### src/rtl/apb_cmd_master.sv
// apb_cmd_master
// APB4 requester: turns a valid/ready command stream into single APB
// transfers (SETUP -> ACCESS). It returns one response per command on a
// valid/ready response channel. Misaligned commands are rejected locally
// and never reach the bus. An optional PREADY wait-state timeout aborts a
// transfer whose slave never answers.
//
// Ports
//   PCLK, PRESET            clock, synchronous active-high reset
//   cmd_valid/cmd_ready     command handshake; cmd_write, cmd_addr,
//                           cmd_wdata, cmd_strb qualify it
//   rsp_valid/rsp_ready     response handshake; rsp_rdata, rsp_err,
//                           rsp_timeout qualify it
//   PSEL, PENABLE, PWRITE,  APB requester outputs
//   PADDR, PWDATA, PSTRB
//   PREADY, PSLVERR, PRDATA APB completer inputs
module apb_cmd_master #(
  parameter int ADDR_W         = 32,
  parameter int DATA_W         = 32,
  parameter int STRB_W         = DATA_W/8,
  parameter int TIMEOUT_CYCLES = 16
) (
  input  logic              PCLK,
  input  logic              PRESET,
  input  logic              cmd_valid,
  output logic              cmd_ready,
  input  logic              cmd_write,
  input  logic [ADDR_W-1:0] cmd_addr,
  input  logic [DATA_W-1:0] cmd_wdata,
  input  logic [STRB_W-1:0] cmd_strb,
  output logic              rsp_valid,
  input  logic              rsp_ready,
  output logic [DATA_W-1:0] rsp_rdata,
  output logic              rsp_err,
  output logic              rsp_timeout,
  output logic              PSEL,
  output logic              PENABLE,
  output logic              PWRITE,
  output logic [ADDR_W-1:0] PADDR,
  output logic [DATA_W-1:0] PWDATA,
  output logic [STRB_W-1:0] PSTRB,
  input  logic              PREADY,
  input  logic              PSLVERR,
  input  logic [DATA_W-1:0] PRDATA
);

  localparam logic [1:0] IDLE   = 2'd0;
  localparam logic [1:0] SETUP  = 2'd1;
  localparam logic [1:0] ACCESS = 2'd2;
  localparam logic [1:0] RESP   = 2'd3;

  // Counter is at least one bit wide so a disabled timeout still elaborates.
  localparam int CNT_W   = (TIMEOUT_CYCLES > 0) ? $clog2(TIMEOUT_CYCLES+1) : 1;
  localparam int TO_LAST_I = (TIMEOUT_CYCLES > 0) ? TIMEOUT_CYCLES-1 : 0;
  localparam logic [CNT_W-1:0] TO_LAST = TO_LAST_I[CNT_W-1:0];

  // Byte-offset bits below the bus width; empty mask for an 8-bit bus.
  localparam int AL_MASK_I = STRB_W-1;
  localparam logic [ADDR_W-1:0] AL_MASK = ADDR_W'(AL_MASK_I);

  logic [1:0]       state;
  logic [CNT_W-1:0] wcnt;
  logic             misal;
  logic             to_hit;

  assign misal  = |(cmd_addr & AL_MASK);
  // wcnt holds the number of PREADY-low ACCESS cycles already completed,
  // so the current cycle is the last allowed one when wcnt == limit-1.
  assign to_hit = (TIMEOUT_CYCLES != 0) && (wcnt == TO_LAST);

  // Gated with PRESET so no command can be taken while reset is held.
  assign cmd_ready = (state == IDLE) && !PRESET;
  assign rsp_valid = (state == RESP);
  assign PSEL      = (state == SETUP) || (state == ACCESS);
  assign PENABLE   = (state == ACCESS);

  always_ff @(posedge PCLK) begin
    if (PRESET) begin
      state       <= IDLE;
      wcnt        <= '0;
      PWRITE      <= 1'b0;
      PADDR       <= '0;
      PWDATA      <= '0;
      PSTRB       <= '0;
      rsp_rdata   <= '0;
      rsp_err     <= 1'b0;
      rsp_timeout <= 1'b0;
    end else begin
      case (state)
        IDLE: begin
          if (cmd_valid) begin
            if (misal) begin
              // Rejected locally; APB outputs keep their previous values.
              rsp_rdata   <= '0;
              rsp_err     <= 1'b1;
              rsp_timeout <= 1'b0;
              state       <= RESP;
            end else begin
              PADDR  <= cmd_addr;
              PWRITE <= cmd_write;
              PWDATA <= cmd_write ? cmd_wdata : '0;
              PSTRB  <= cmd_write ? cmd_strb  : '0;
              wcnt   <= '0;
              state  <= SETUP;
            end
          end
        end
        SETUP: state <= ACCESS;
        ACCESS: begin
          // PREADY is checked first so a late answer beats the timeout.
          if (PREADY) begin
            rsp_err     <= PSLVERR;
            rsp_timeout <= 1'b0;
            rsp_rdata   <= (!PWRITE && !PSLVERR) ? PRDATA : '0;
            state       <= RESP;
          end else if (to_hit) begin
            rsp_err     <= 1'b1;
            rsp_timeout <= 1'b1;
            rsp_rdata   <= '0;
            state       <= RESP;
          end else begin
            wcnt <= wcnt + CNT_W'(1);
          end
        end
        RESP: if (rsp_ready) state <= IDLE;
        default: state <= IDLE;
      endcase
    end
  end

endmodule
### config.mk
export PLATFORM = sky130hd
export DESIGN_NAME = apb_cmd_master
export DESIGN_NICKNAME = d
export VERILOG_FILES = /design/src/rtl/apb_cmd_master.sv
export SDC_FILE = /design/constraint.sdc
export NUM_CORES = 1
export LEC_CHECK = 0
export CORE_UTILIZATION = 44
export DETAILED_ROUTE_END_ITERATION = 16
export GPL_TIMING_DRIVEN = 0
export PLACE_DENSITY = 0.95
export SLEW_MARGIN = 20
export SYNTH_ARGS = -nofsm -noshare
export SYNTH_HDL_FRONTEND = slang
export SYNTH_SLANG_ARGS = --single-unit
export TNS_END_PERCENT = 20
### constraint.sdc
create_clock -name PCLK -period 3.6 [get_ports PCLK]
set_input_delay 0.9 -clock PCLK [delete_from_list [all_inputs] [get_ports PCLK]]
set_output_delay 0.9 -clock PCLK [all_outputs]
set_load 0.02 [all_outputs]
==> flow_summary.ini, run 1 <==
[global_routing]
grt_use_met1_pct = 28.13
use_met3_pct = 7.522
grtUsageTotal_pct = 26.05
grt_pass1_wl_mm = 21.27
grt_max_degree = 18
grt.overflow.total = 0
grt-busiest-layer = met2
antenna_found_initial = 0
grtUsageMet2_pct = 48.80
first_global_vias = 4543

[synth]
synth_seq_area_share_pct = 50.49
synth_area_leaders = dfxtp_1 (50%), nand2_1 (12%), nand3_1 (8.1%), a21oi_1 (7.8%), mux2i_1 (7.6%)
synth_top_area_share_pct = 50.49
syn_inst = 513
synthArstFlopShare_pct = 0
syn_area_mm2 = 0.004362
synth_flop_cell = dfxtp_1
synth-seq-cells = 110
syn_nets = 625
yosysWarnings = 0
synth_edf_count = 0
synth_area_leader_cell = dfxtp_1
post_synth.cell_area_avg_um2 = 8.502
ys_types = 39

[clocking]
cts_root_buf = clkbuf_8
postCtsHoldBufs = 0
clock-sinks = 110
clock_latency_ps = 350
path_clk_slew_ps = 100
clk_path_buf_depth = 2
cts_tree = done
cts_buffers = 9
cts_setup_buffers = 0
h-tree-depth = 3
cts_resized = 0

[sta]
hold_viol_final = 0
setup_violations = 0
finClkSkew_ps = 11.15
fin_crit_sh_pct = 90.95
fin_setup_tns_ps = 0
slew-limit-headroom_pct = 59.62
fin_crit_ps = 3274
worstMarginPinSlew_ps = 605.7
finalMaxSlewViolations = 0
fmax_mhz = 305.4
rsz0062_at_grt = no

[cells_and_area]
syn_to_final_growth_pct = 56.66
final_cells = 868
num-nets-final = 847
antenna_cells = 0
final_layout_size_suffix_gt1_share_pct = 4.601
fill_cells = 668

[hold_path]
hold-path-endpoint = PWDATA[5]$_SDFFE_PP0P_
holdCritStartpoint = PWDATA[5]$_SDFFE_PP0P_
min_delay_path_depth = 2
hold_path_class = flop to flop

[route]
viasPerCell = 5.123
drt_iter0_markers = 123
ant_nets = 0
drc = 0
routedWlPerCell_um = 15.30
drt-total-wl_mm = 13.28
first_pass_iters = 7
vias = 4447

[worst_setup_path]
critPathBufInv = 3
crit_family = buffers and inverters
setup.worst_path.end_class = output pin
cp_max_fo = 10
cp_cell_sequence = clkbuf_1, clkbuf_1, nor2b_1, clkdlybuf4s50_1
r2r_start = wcnt[0]$_SDFFE_PP0P_
cpMaxStageDelayCell = clkdlybuf4s50_1
setup.worst_path.class = primary input to output pin
cp.arrival_ps = 2370
reg2reg_depth = 7
critPathLaunchType = primary input
crit_top_cell = clkbuf_1
r2r_setup_slack_ps = 1450
required_ps = 2700
cp_slowest_stage_delay_ps = 580
r2r_end = rsp_err$_SDFFE_PP0P_

[placed_design]
portBuffers = 211
place_hpwl_mm = 10.34
gp_congestion = 0.8026
place_inst = 853

[pwr]
p_leak_nw = 2.379
power_density_mw_per_mm2 = 456.8
vdd_drop_max_v = 0.0002791

[run]
max-cap-violations = 0

[floorplan]
core_mm2 = 0.009415
initial_core_util_pct = 46.33
die_y_um = 101.6
dieArea_mm2 = 0.01032
fp-row-count = 35
die_x_um = 101.6
ios = 214

[outcome]
outcome = finished clean
==> metrics by stage <==
stage          area [um^2]  hold slack, ps  total power [W]  utilization, %  setup WS (ps)
2_1_floorplan         4362           438.1         0.002024               -           1125
3_3_place_gp          6635           437.7         0.002358           70.47          381.4
3_5_place_dp          6635           446.1         0.002392           70.47          360.6
4_1_cts               6833           459.9         0.003129           72.57          363.9
5_1_grt               6833           481.3         0.003258           72.57          237.4
6_report              6833           459.0         0.003121           72.57          325.8
==> registers in the layout, indices dropped and copies added, names as in the netlist <==
name         flops
rsp_err          1
PADDR           32
rsp_rdata       32
rsp_timeout      1
state            2
wcnt             5
PWRITE           1
PSTRB            4
PWDATA          32
==> routing by layer <==
metal / share of wire, % / wire (um) / vias to the layer above
li1: - / - / 2167
met1: 40 / 5291 / 2095
met2: 51 / 6776 / 166
met3: 7.7 / 1024 / 19
met4: 1.4 / 191 / 0
met5: 0 / 0 / -
==> synthesized netlist by cell type, drive strengths merged, types with 2 or more instances <==
cell type,number
nand2,135
dfxtp,110
nand3,71
a21oi,68
mux2i,33
clkbuf,29
buf,16
inv,6
ha,5
and3,4
nor2,4
nor2b,4
nand2b,3
o32ai,3
a21o,2
nor3b,2
or2,2
or3b,2
==> worst max-delay path by stage <==
stage / end / startpoint / cells past startpoint / slack [ps]
after detailed placement: cmd_ready / PRESET / 4 / 360
after floorplan: cmd_ready / PRESET / 3 / 1130
after global routing: cmd_ready / PRESET / 4 / 240
after CTS: cmd_ready / PRESET / 4 / 360
after global placement: cmd_ready / PRESET / 4 / 380
final: cmd_ready / PRESET / 4 / 330
==> cells in the final DEF, fill, tap and decap left out, drive strengths merged, types with 2 or more instances in the layout <==
cell / n
buf: 16
nand2b: 3
nand3: 71
clkinvlp: 2
mux2i: 33
nand2: 135
ha: 5
nor2: 4
clkbuf: 40
clkdlybuf4s50: 211
a21oi: 68
o32ai: 3
dfxtp: 110
or2: 2
nor2b: 4
a21o: 2
nor3b: 2
inv: 7
or3b: 2
and3: 4
==> power breakdown <==
part / total [W] / internal [W] / switching (W)
clock: 0.000748 / 0.000343 / 0.000405
combinational: 0.00106 / 0.000539 / 0.000521
sequential: 0.00131 / 0.00128 / 0.0000340
total: 0.00312 / 0.00216 / 0.000961
==> worst min-delay path: stages (launching register included) <==
cell and delay, ps:
dfxtp_1 320, nand2_1 50, a21oi_1 50
==> cells by family (layout without fill, tap and decap cells) <==
group / after synthesis / after routing / synth area share [%]
AOI/OAI and AO/OA: 81 / 81 / 10.21
buffers and inverters: 51 / 277 / 5.995
muxes: 34 / 34 / 7.917
and+or+nand+nor: 232 / 232 / 23.95
adders and majority gates: 5 / 5 / 1.434
DFF: 110 / 110 / 50.49
==> final cells by class <==
class / count / area [um^2] / share of cell area [%]
repair buffers: 211 / 2112 / 30.91
multi-input cells: 352 / 1898 / 27.78
well taps: 129 / 161.4 / 2.362
inverters: 6 / 22.52 / 0.3296
flip-flops and latches: 110 / 2202 / 32.23
clock buffers: 11 / 141.4 / 2.069
clock inverters: 4 / 56.30 / 0.8240
plain buffers: 45 / 239.0 / 3.498
(Power assumes the default switching activity.)
==> run 2, diff against run 1 <==
--- a/config.mk
+++ b/config.mk
@@ -7,8 +7,10 @@
 export LEC_CHECK = 0
 export CORE_UTILIZATION = 44
 export DETAILED_ROUTE_END_ITERATION = 16
+export GPL_ROUTABILITY_DRIVEN = 0
 export GPL_TIMING_DRIVEN = 0
 export PLACE_DENSITY = 0.95
+export RECOVER_POWER = 50
 export SLEW_MARGIN = 20
 export SYNTH_ARGS = -nofsm -noshare
 export SYNTH_HDL_FRONTEND = slang
==> run 2 against run 1 <==
Register-to-register slack worse by 480 ps. Non-clock buffer count unchanged. Flip-flop and latch count unchanged. Combinational power down 11%. Largest cell class unchanged. Largest power group unchanged. Critical endpoint unchanged.
==> flow_summary.ini, run 2 (synthesis gave the netlist of run 1 again) <==
[sta]
slew-limit-headroom_pct = 51.91
fin_hold_ws_ps = 456.5
finalMaxSlewViolations = 0
finClkSkew_ps = 15.71
hold_viol_final = 0
setup_violations = 0
worstMarginPinSlew_ps = 721.3
fin_crit_ps = 3243
fin_setup_tns_ps = 0
rsz0062_at_grt = no
fin_crit_sh_pct = 90.07
fmax_mhz = 308.4

[clocking]
cts_tree = done
clock_latency_ps = 360
postCtsHoldBufs = 0
cts_resized = 0
h-tree-depth = 3
cts_buffers = 9
cts_setup_buffers = 0
cts_root_buf = clkbuf_8
clk_path_buf_depth = 2
clock-sinks = 110
path_clk_slew_ps = 90

[route]
vias = 4440
wl_met2_mm = 6.806
routed-wl-met3_mm = 1.022
ant_nets = 0
drc = 0
routed.top_layer = met4
met1_length_mm = 5.309
drt_iter0_markers = 122
viasPerCell = 5.115
routedWlPerCell_um = 15.35
drt-total-wl_mm = 13.33
first_pass_iters = 4

[floorplan]
dieArea_mm2 = 0.01032
fp-row-count = 35
ios = 214
die_y_um = 101.6
die_x_um = 101.6
initial_core_util_pct = 46.33
core_mm2 = 0.009415

[cells_and_area]
mostFrequentLayoutCell = nand2_1
antenna_cells = 0
reg_top3 = PADDR: 32 flops, PWDATA: 32 flops, rsp_rdata: 32 flops
final_layout_size_suffix_gt1_share_pct = 3.789
fill_cells = 679
mostFrequentLayoutCells = nand2_1 (135), clkdlybuf4s50_1 (130), dfxtp_1 (110), dlygate4sd3_1 (81), nand3_1 (71)
num-nets-final = 847
syn_to_final_growth_pct = 55.22

[pwr]
vdd_drop_max_v = 0.0002290
power_density_mw_per_mm2 = 444.2
p_leak_nw = 2.621

[worst_setup_path]
cp.arrival_ps = 2340
cp_max_fo = 10
critPathLaunchType = primary input
required_ps = 2700
setup.worst_path.end_class = output pin
setup.worst_path.class = primary input to output pin

[hold_path]
hold_path_class = flop to flop

[global_routing]
first_global_vias = 4543
grtUsageTotal_pct = 26.05
antenna_found_initial = 0
grt_max_degree = 18
grt_pass1_wl_mm = 21.27
grt.overflow.total = 0

[outcome]
outcome = finished clean

[placed_design]
place_hpwl_mm = 10.34
portBuffers = 211

[run]
max-cap-violations = 0
run 2: cell types whose count changed in the layout (fill, tap and decap cells not counted), sizes merged:
cell	delta
clkdlybuf4s50	-81
dlygate4sd3	+81
buf	-4
clkbuf	+4
run 2: path summary, 6_finish.rpt:
check,startpoint,endpoint,slack [ps],cells after the start
max reg2reg,wcnt[0]$_SDFFE_PP0P_,rsp_rdata[21]$_SDFFE_PP0P_,970,8
min,PWDATA[14]$_SDFFE_PP0P_,PWDATA[14]$_SDFFE_PP0P_,460,2
min reg2reg,PWDATA[14]$_SDFFE_PP0P_,PWDATA[14]$_SDFFE_PP0P_,460,2
max,PRESET,cmd_ready,360,4
run 2: final cells by class:
class / instances / area (um^2) / share of cell area [%]
buffer: 45 / 182.7 / 2.698
clock buffer: 11 / 141.4 / 2.088
clock inverter: 4 / 56.30 / 0.8316
inverter: 6 / 22.52 / 0.3327
multi-input combinational: 352 / 1892 / 27.94
sequential: 110 / 2202 / 32.53
tap: 129 / 161.4 / 2.384
timing repair buffer: 211 / 2112 / 31.20
run 2: per-stage QoR:
step	area (um^2)	power (W)	util (%)	setup slack, ps	instances
floorplan	4362	0.002024	-	1125	513
global placement	6635	0.002358	70.47	381.4	853
detailed placement	6635	0.002392	70.47	360.6	853
CTS	6833	0.003129	72.57	363.9	868
global route	6770	0.003136	71.91	237.4	868
finish	6770	0.003007	71.91	357.4	868
run 2: metal layers:
metal,vias up,GRT usage (%)
met5,-,0
met4,0,7.804
met3,18,7.522
met2,162,48.80
met1,2093,28.13
li1,2167,-
run 2: worst max-delay path, stage by stage:
cell             delay [ps]
clkbuf_1                270
clkbuf_1                500
nor2b_1                  90
clkdlybuf4s50_1         580
run 2: report_power, final:
group | total (W) | switching, W | internal, W
logic | 0.000942 | 0.000508 | 0.000435
registers | 0.00131 | 0.0000324 | 0.00128
clock network | 0.000754 | 0.000411 | 0.000343
==> run 3, diff against run 2 <==
--- a/config.mk
+++ b/config.mk
@@ -11,8 +11,8 @@
 export GPL_TIMING_DRIVEN = 0
 export PLACE_DENSITY = 0.95
 export RECOVER_POWER = 50
+export SKIP_CTS_REPAIR_TIMING = 1
 export SLEW_MARGIN = 20
 export SYNTH_ARGS = -nofsm -noshare
 export SYNTH_HDL_FRONTEND = slang
 export SYNTH_SLANG_ARGS = --single-unit
-export TNS_END_PERCENT = 20
==> results of run 3 <==
Final layout, timing and power as in run 2 (identical DEF).
